--- config.mk ---
export PLATFORM = sky130hd
export DESIGN_NAME = acc_share_sched_flat
export DESIGN_NICKNAME = d
export VERILOG_FILES = /design/src/rtl/acc_share_sched_if.sv /design/src/rtl/acc_share_sched.sv /design/src/flat_wrapper.sv
export SDC_FILE = /design/constraint.sdc
export NUM_CORES = 1
export LEC_CHECK = 0
export ABC_AREA = 1
export CORE_MARGIN = 4
export CORE_UTILIZATION = 42
export CTS_CLUSTER_DIAMETER = 60
export DETAILED_ROUTE_END_ITERATION = 10
export PLACE_DENSITY = 0.79
export SLEW_MARGIN = 20
export SYNTH_ARGS = -nofsm -noshare
export SYNTH_HDL_FRONTEND = slang
export SYNTH_SLANG_ARGS = --single-unit
--- constraint.sdc ---
create_clock -name clk -period 2.5 [get_ports clk]
set_clock_uncertainty 0.15 [all_clocks]
set_input_delay 0.375 -clock clk [delete_from_list [all_inputs] [get_ports clk]]
set_output_delay 0.375 -clock clk [all_outputs]
set_load 0.1 [all_outputs]
--- src/rtl/acc_share_sched_if.sv ---
// Bundle between requesters/datapath and the shared-accumulator scheduler.
// slave: scheduler side; master: requesters plus accumulator datapath.
interface acc_share_sched_if #(
  parameter int NUM_REQ = 4,
  parameter int DATA_W  = 8,
  parameter int CNT_W   = 4
);
  logic [NUM_REQ-1:0]        req;
  logic [NUM_REQ*CNT_W-1:0]  len_in;
  logic [NUM_REQ*DATA_W-1:0] data_in;
  logic [NUM_REQ-1:0]        gnt;
  logic                      busy;
  logic                      acc_clr;
  logic                      acc_en;
  logic [DATA_W-1:0]         acc_din;
  logic [DATA_W-1:0]         acc_q;
  logic [NUM_REQ-1:0]        done;
  logic [DATA_W-1:0]         result;

  modport slave (
    input  req, len_in, data_in, acc_q,
    output gnt, busy, acc_clr, acc_en,
    output acc_din, done, result
  );

  modport master (
    output req, len_in, data_in, acc_q,
    input  gnt, busy, acc_clr, acc_en,
    input  acc_din, done, result
  );
endinterface

--- src/rtl/acc_share_sched.sv ---
// Round-robin scheduler sharing one accumulator among NUM_REQ requesters.
// Ports: clk, rst_n (async low), bus (slave): req/len/data in, grant/done/result out.
module acc_share_sched #(
  parameter int NUM_REQ = 4,
  parameter int DATA_W  = 8,
  parameter int CNT_W   = 4
) (
  input logic         clk,
  input logic         rst_n,
  acc_share_sched_if.slave bus
);
  localparam int IW = (NUM_REQ > 1) ? $clog2(NUM_REQ) : 1;

  typedef enum logic [1:0] {
    IDLE,
    CLEAR,
    RUN,
    DONE
  } state_e;

  state_e             state_q, state_d;
  logic [NUM_REQ-1:0] gnt_q, gnt_d;
  logic [IW-1:0]      win_q, win_d;
  logic [IW-1:0]      ptr_q, ptr_d;
  logic [CNT_W-1:0]   cnt_q, cnt_d;
  logic [DATA_W-1:0]  res_q, res_d;
  logic [IW-1:0]      pick;
  logic               found;
  logic               en;

  // First set request at or above ptr, wrapping past NUM_REQ-1.
  always_comb begin
    pick  = '0;
    found = 1'b0;
    for (int i = 0; i < NUM_REQ; i++) begin
      int j;
      j = int'(ptr_q) + i;
      if (j >= NUM_REQ) j = j - NUM_REQ;
      if (!found && bus.req[j]) begin
        found = 1'b1;
        pick  = IW'(j);
      end
    end
  end

  always_comb begin
    state_d = state_q;
    gnt_d   = gnt_q;
    win_d   = win_q;
    ptr_d   = ptr_q;
    cnt_d   = cnt_q;
    res_d   = res_q;
    unique case (state_q)
      IDLE: begin
        if (found) begin
          gnt_d   = NUM_REQ'(1) << pick;
          win_d   = pick;
          cnt_d   = bus.len_in[pick*CNT_W +: CNT_W];
          state_d = CLEAR;
        end
      end
      CLEAR: begin
        state_d = (cnt_q == '0) ? DONE : RUN;
      end
      RUN: begin
        cnt_d = cnt_q - 1'b1;
        if (cnt_q == CNT_W'(1)) state_d = DONE;
      end
      DONE: begin
        res_d   = bus.acc_q;
        gnt_d   = '0;
        // Rotate so the other requesters get first look next time.
        if (win_q == IW'(NUM_REQ - 1)) ptr_d = '0;
        else ptr_d = win_q + 1'b1;
        state_d = IDLE;
      end
      default: state_d = IDLE;
    endcase
  end

  always_ff @(posedge clk or negedge rst_n) begin
    if (!rst_n) begin
      state_q <= IDLE;
      gnt_q   <= '0;
      win_q   <= '0;
      ptr_q   <= '0;
      cnt_q   <= '0;
      res_q   <= '0;
    end else begin
      state_q <= state_d;
      gnt_q   <= gnt_d;
      win_q   <= win_d;
      ptr_q   <= ptr_d;
      cnt_q   <= cnt_d;
      res_q   <= res_d;
    end
  end

  assign en          = (state_q == RUN);
  assign bus.acc_en  = en;
  assign bus.acc_clr = (state_q == CLEAR);
  assign bus.busy    = (state_q != IDLE);
  assign bus.acc_din = en ? bus.data_in[win_q*DATA_W +: DATA_W]
                          : '0;
  assign bus.done    = (state_q == DONE) ? gnt_q : '0;
  assign bus.gnt     = gnt_q;
  assign bus.result  = res_q;
endmodule
--- src/flat_wrapper.sv ---
// flat-port wrapper written by rule: the top's interface ports become plain ports
module acc_share_sched_flat 
#(
  parameter int NUM_REQ = 4,
  parameter int DATA_W  = 8,
  parameter int CNT_W   = 4
)
  (clk, rst_n, bus_req, bus_len_in, bus_data_in, bus_acc_q, bus_gnt, bus_busy, bus_acc_clr, bus_acc_en, bus_acc_din, bus_done, bus_result);
  acc_share_sched_if #(.NUM_REQ(NUM_REQ), .DATA_W(DATA_W), .CNT_W(CNT_W)) bus_i ();
  input logic clk;
  input logic rst_n;
  input wire logic [$bits(bus_i.req)-1:0] bus_req;
  input wire logic [$bits(bus_i.len_in)-1:0] bus_len_in;
  input wire logic [$bits(bus_i.data_in)-1:0] bus_data_in;
  input wire logic [$bits(bus_i.acc_q)-1:0] bus_acc_q;
  output wire logic [$bits(bus_i.gnt)-1:0] bus_gnt;
  output wire logic [$bits(bus_i.busy)-1:0] bus_busy;
  output wire logic [$bits(bus_i.acc_clr)-1:0] bus_acc_clr;
  output wire logic [$bits(bus_i.acc_en)-1:0] bus_acc_en;
  output wire logic [$bits(bus_i.acc_din)-1:0] bus_acc_din;
  output wire logic [$bits(bus_i.done)-1:0] bus_done;
  output wire logic [$bits(bus_i.result)-1:0] bus_result;
  assign bus_i.req = bus_req;
  assign bus_i.len_in = bus_len_in;
  assign bus_i.data_in = bus_data_in;
  assign bus_i.acc_q = bus_acc_q;
  assign bus_gnt = bus_i.gnt;
  assign bus_busy = bus_i.busy;
  assign bus_acc_clr = bus_i.acc_clr;
  assign bus_acc_en = bus_i.acc_en;
  assign bus_acc_din = bus_i.acc_din;
  assign bus_done = bus_i.done;
  assign bus_result = bus_i.result;
  acc_share_sched #(.NUM_REQ(NUM_REQ), .DATA_W(DATA_W), .CNT_W(CNT_W)) u_core (.clk(clk), .rst_n(rst_n), .bus(bus_i));
endmodule
==> results of run 1 <==
layer usage:
| layer | share of wire | GRT usage | wire length [um] | vias to the layer above |
|---|---|---|---|---|
| li1 | - | - | - | 1096 |
| met1 | 0.43 | 0.2516 | 2405 | 959 |
| met2 | 0.54 | 0.3443 | 3016 | 36 |
| met3 | 0.035 | 0.03738 | 198 | 2 |
| met4 | 0.0021 | 0.01165 | 12 | 0 |
| met5 | 0 | 0 | 0 | - |
cell type report:
cell class / instances / area (sq um)
Inverter: 32 / 123.9
Fill cell: 350 / 1226
Tap cell: 52 / 65.06
Clock inverter: 1 / 30.03
Timing Repair Buffer: 95 / 1041
Multi-Input combinational cell: 225 / 1276
Clock buffer: 3 / 41.29
Sequential cell: 22 / 550.5
path summary, 6_finish.rpt:
check,cells past startpoint,startpoint,to,slack [ns]
max in group asynchronous,2,rst_n,u_core.cnt_q[1]$_DFFE_PN0P_,1.68
min,2,rst_n,u_core.state_q[1]$_DFFE_PN0P_,0.30
max,6,u_core.state_q[0]$_DFFE_PN0P_,bus_acc_din[7],0.26
min in group clk,2,u_core.bus.result[5]$_DFFE_PN0P_,u_core.bus.result[5]$_DFFE_PN0P_,0.32
min reg2reg,2,u_core.bus.result[5]$_DFFE_PN0P_,u_core.bus.result[5]$_DFFE_PN0P_,0.32
max reg2reg,15,u_core.ptr_q[0]$_DFFE_PN0P_,u_core.cnt_q[1]$_DFFE_PN0P_,0.40
cells in the final DEF (no fill, tap or decap):
cell type and n:
o32ai_1 3, a21oi_4 8, inv_2 5, o31ai_1 1, dfrtp_1 22, a21oi_2 2
nand2_1 93, o21ai_1 1, clkbuf_8 3, inv_1 25, clkdlybuf4s50_1 61, o21ai_2 2
o21ai_0 23, o22ai_1 2, buf_12 14, clkinv_1 1, nand3_2 3, ha_1 8
nor2_1 38, nor2_8 1, nand4_1 5, ha_4 1, a21oi_1 6, nand3_4 2
buf_4 20, clkinvlp_4 1, nand2_4 6, a31oi_1 1, nand2_2 10, nor3_1 1
nand3_1 8, bufinv_16 1
worst max-delay path, stage by stage, from the launching register on:
cell        delay [ns]
dfrtp_1           0.42
inv_1             0.19
ha_4              0.24
clkinvlp_4        0.12
buf_12            0.16
a21oi_4           0.14
buf_12            0.19
logic make-up after synthesis:
kind of cell / Yosys count / synth area share
buffers and inverters: 41 / 0.08982
flip-flops: 22 / 0.2906
AND/OR/NAND/NOR: 167 / 0.4135
adder cells (fa/ha/maj): 9 / 0.05945
AO/OA/AOI/OAI: 49 / 0.1466
what timing repair did:
action / in CTS / in global routing
endpoints found under the hold margin: 0 / 0
gates resized for setup: 0 / 1
endpoints found under the setup margin: 0 / 8
buffers inserted: 0 / 1
synth_stat cells:
library cell  count
buf_6             2
clkinv_1          1
buf_2             1
nand3_4           2
nand2_2          10
nor2_1           38
inv_2             5
nand3_1           8
o21ai_1           1
o22ai_1           2
nand2_4           6
a21oi_1          14
nor3_1            1
nand2_1          93
a31oi_1           1
inv_1            26
nand4_1           5
dfrtp_1          22
a21oi_2           2
ha_1              9
clkbuf_1          6
o32ai_1           3
o21ai_2           2
nand3_2           3
o31ai_1           1
o21ai_0          23
nor2_8            1
registers in the layout, summed over array words and instances (netlist names):
signal and count:
u_core.bus.result 8, u_core.bus.gnt 4, u_core.cnt_q 4, u_core.ptr_q 2, u_core.state_q 2, u_core.win_q 2
per-stage QoR:
step           hold WS, ns  cell area (sq um)    util
6_report            0.2992               3128  0.7184
5_1_grt             0.3352               3128  0.7184
4_1_cts             0.3057               3104  0.7129
3_5_place_dp        0.3128               3033  0.6966
3_3_place_gp        0.3048               3033  0.6966
2_1_floorplan     -0.07059               1997       -
==> out/summary.txt, run 1 <==
Status: complete, no violations
Final GP Congestion: 0.8924
Worst Path Arrival: 1.72 ns
Post-route setup TNS: 0 ns
CP startpoint kind: flip-flop
Dpl hpwl: 4513 um
Final Hold Viols: 0
Crit path time final: 2.243 ns
Clock transition at path regs: 0.08 ns
Syn avg cell area: 6.577 sq um
Vias in the first global route: 1,929
Largest net degree at the start of global routing: 23
DRC viols: 0
Worst Path Required: 1.98 ns
Die X: 75.16 um
Number of setup violations in the final report: 0
Fin. max-slew vios: 0
Post-synth top area share: 0.2906
Layout Area Growth over Synthesis: 65.13%
Total of max-cap violations: 0
Tot GR Track Use: 0.1922
GR Overflow Total: 0
First-pass GRT wire length: 8618 um
Cell Rows: 24
Register area share after synthesis: 0.2906
Drt wl/cell: 13.10 um
Yosys cell types: 27
Syn_nets: 359
Die area: 5649 sq um
Clock latency at the later pin of the worst-skew pair: 0.26 ns
Antenna Cells: 0
Starting Density: 0.4351
Initial DRC count: 94
Max Fclk: 0.4459 GHz
Worst-margin pin slew: 0.5629 ns
Max-slew headroom: 0.6208
Post-Layout Cell Count: 430
Total CTS buffers: 3
H-tree level count: 1
Synth top area cells: dfrtp_1 29%, nand2_1 18%, nor2_1 7.5%
ANT nets after route: 0
Post-synthesis cell area: 1894 sq um
Initial antenna violation count: 0
Ys Warns: 0
Core Region: 4354 sq um
Min-delay worst type: input port to asynchronous set/reset pin
Chip Height: 75.16 um
Max FO, Critical Path: 11
Pre-CTS setup slack: 0.1495 ns
CTS tree: built
Post-Synthesis Cells: 288
Area leader, netlist: dfrtp_1
FF+latch count, synth: 22
CTS Buffer Depth: 2
I/O Buffers: 88
Final period util: 0.8970
Layout net count: 450
WL final: 5632 um
Vias/cell: 4.867
Root buffer cell: clkbuf_8
RSZ-0062 raised after global routing: no
1st-pass router iterations: 4
Setup CP Type: flip-flop to output pin
Cts hold-fix bufs: 0
Total vias in the final route: 2,093
Final WS setup: 0.2574 ns
Clock Sinks: 22
Share of cells above drive strength 1: 0.2090
Dpl cells: 425
Crit end category: output pin
Io pins: 89
Power of run 1 is left out: the tool's default activity adds up to more than one toggle a clock period on the data nets, which glitch-free logic cannot reach.
==> run 2, diff against run 1 <==
--- a/config.mk
+++ b/config.mk
@@ -11,7 +11,6 @@
 export CTS_CLUSTER_DIAMETER = 60
 export DETAILED_ROUTE_END_ITERATION = 10
 export PLACE_DENSITY = 0.79
-export SLEW_MARGIN = 20
 export SYNTH_ARGS = -nofsm -noshare
 export SYNTH_HDL_FRONTEND = slang
 export SYNTH_SLANG_ARGS = --single-unit
==> results of run 2 <==
Final layout, timing and power as in run 1 (identical DEF).
Power of run 2 is left out for the same reason.
==> run 3, diff against run 2 <==
--- a/config.mk
+++ b/config.mk
@@ -11,6 +11,7 @@
 export CTS_CLUSTER_DIAMETER = 60
 export DETAILED_ROUTE_END_ITERATION = 10
 export PLACE_DENSITY = 0.79
+export SLEW_MARGIN = 5
 export SYNTH_ARGS = -nofsm -noshare
 export SYNTH_HDL_FRONTEND = slang
 export SYNTH_SLANG_ARGS = --single-unit
==> results of run 3 <==
Final layout, timing and power as in run 1 (identical DEF).
Power of run 3 is left out for the same reason.
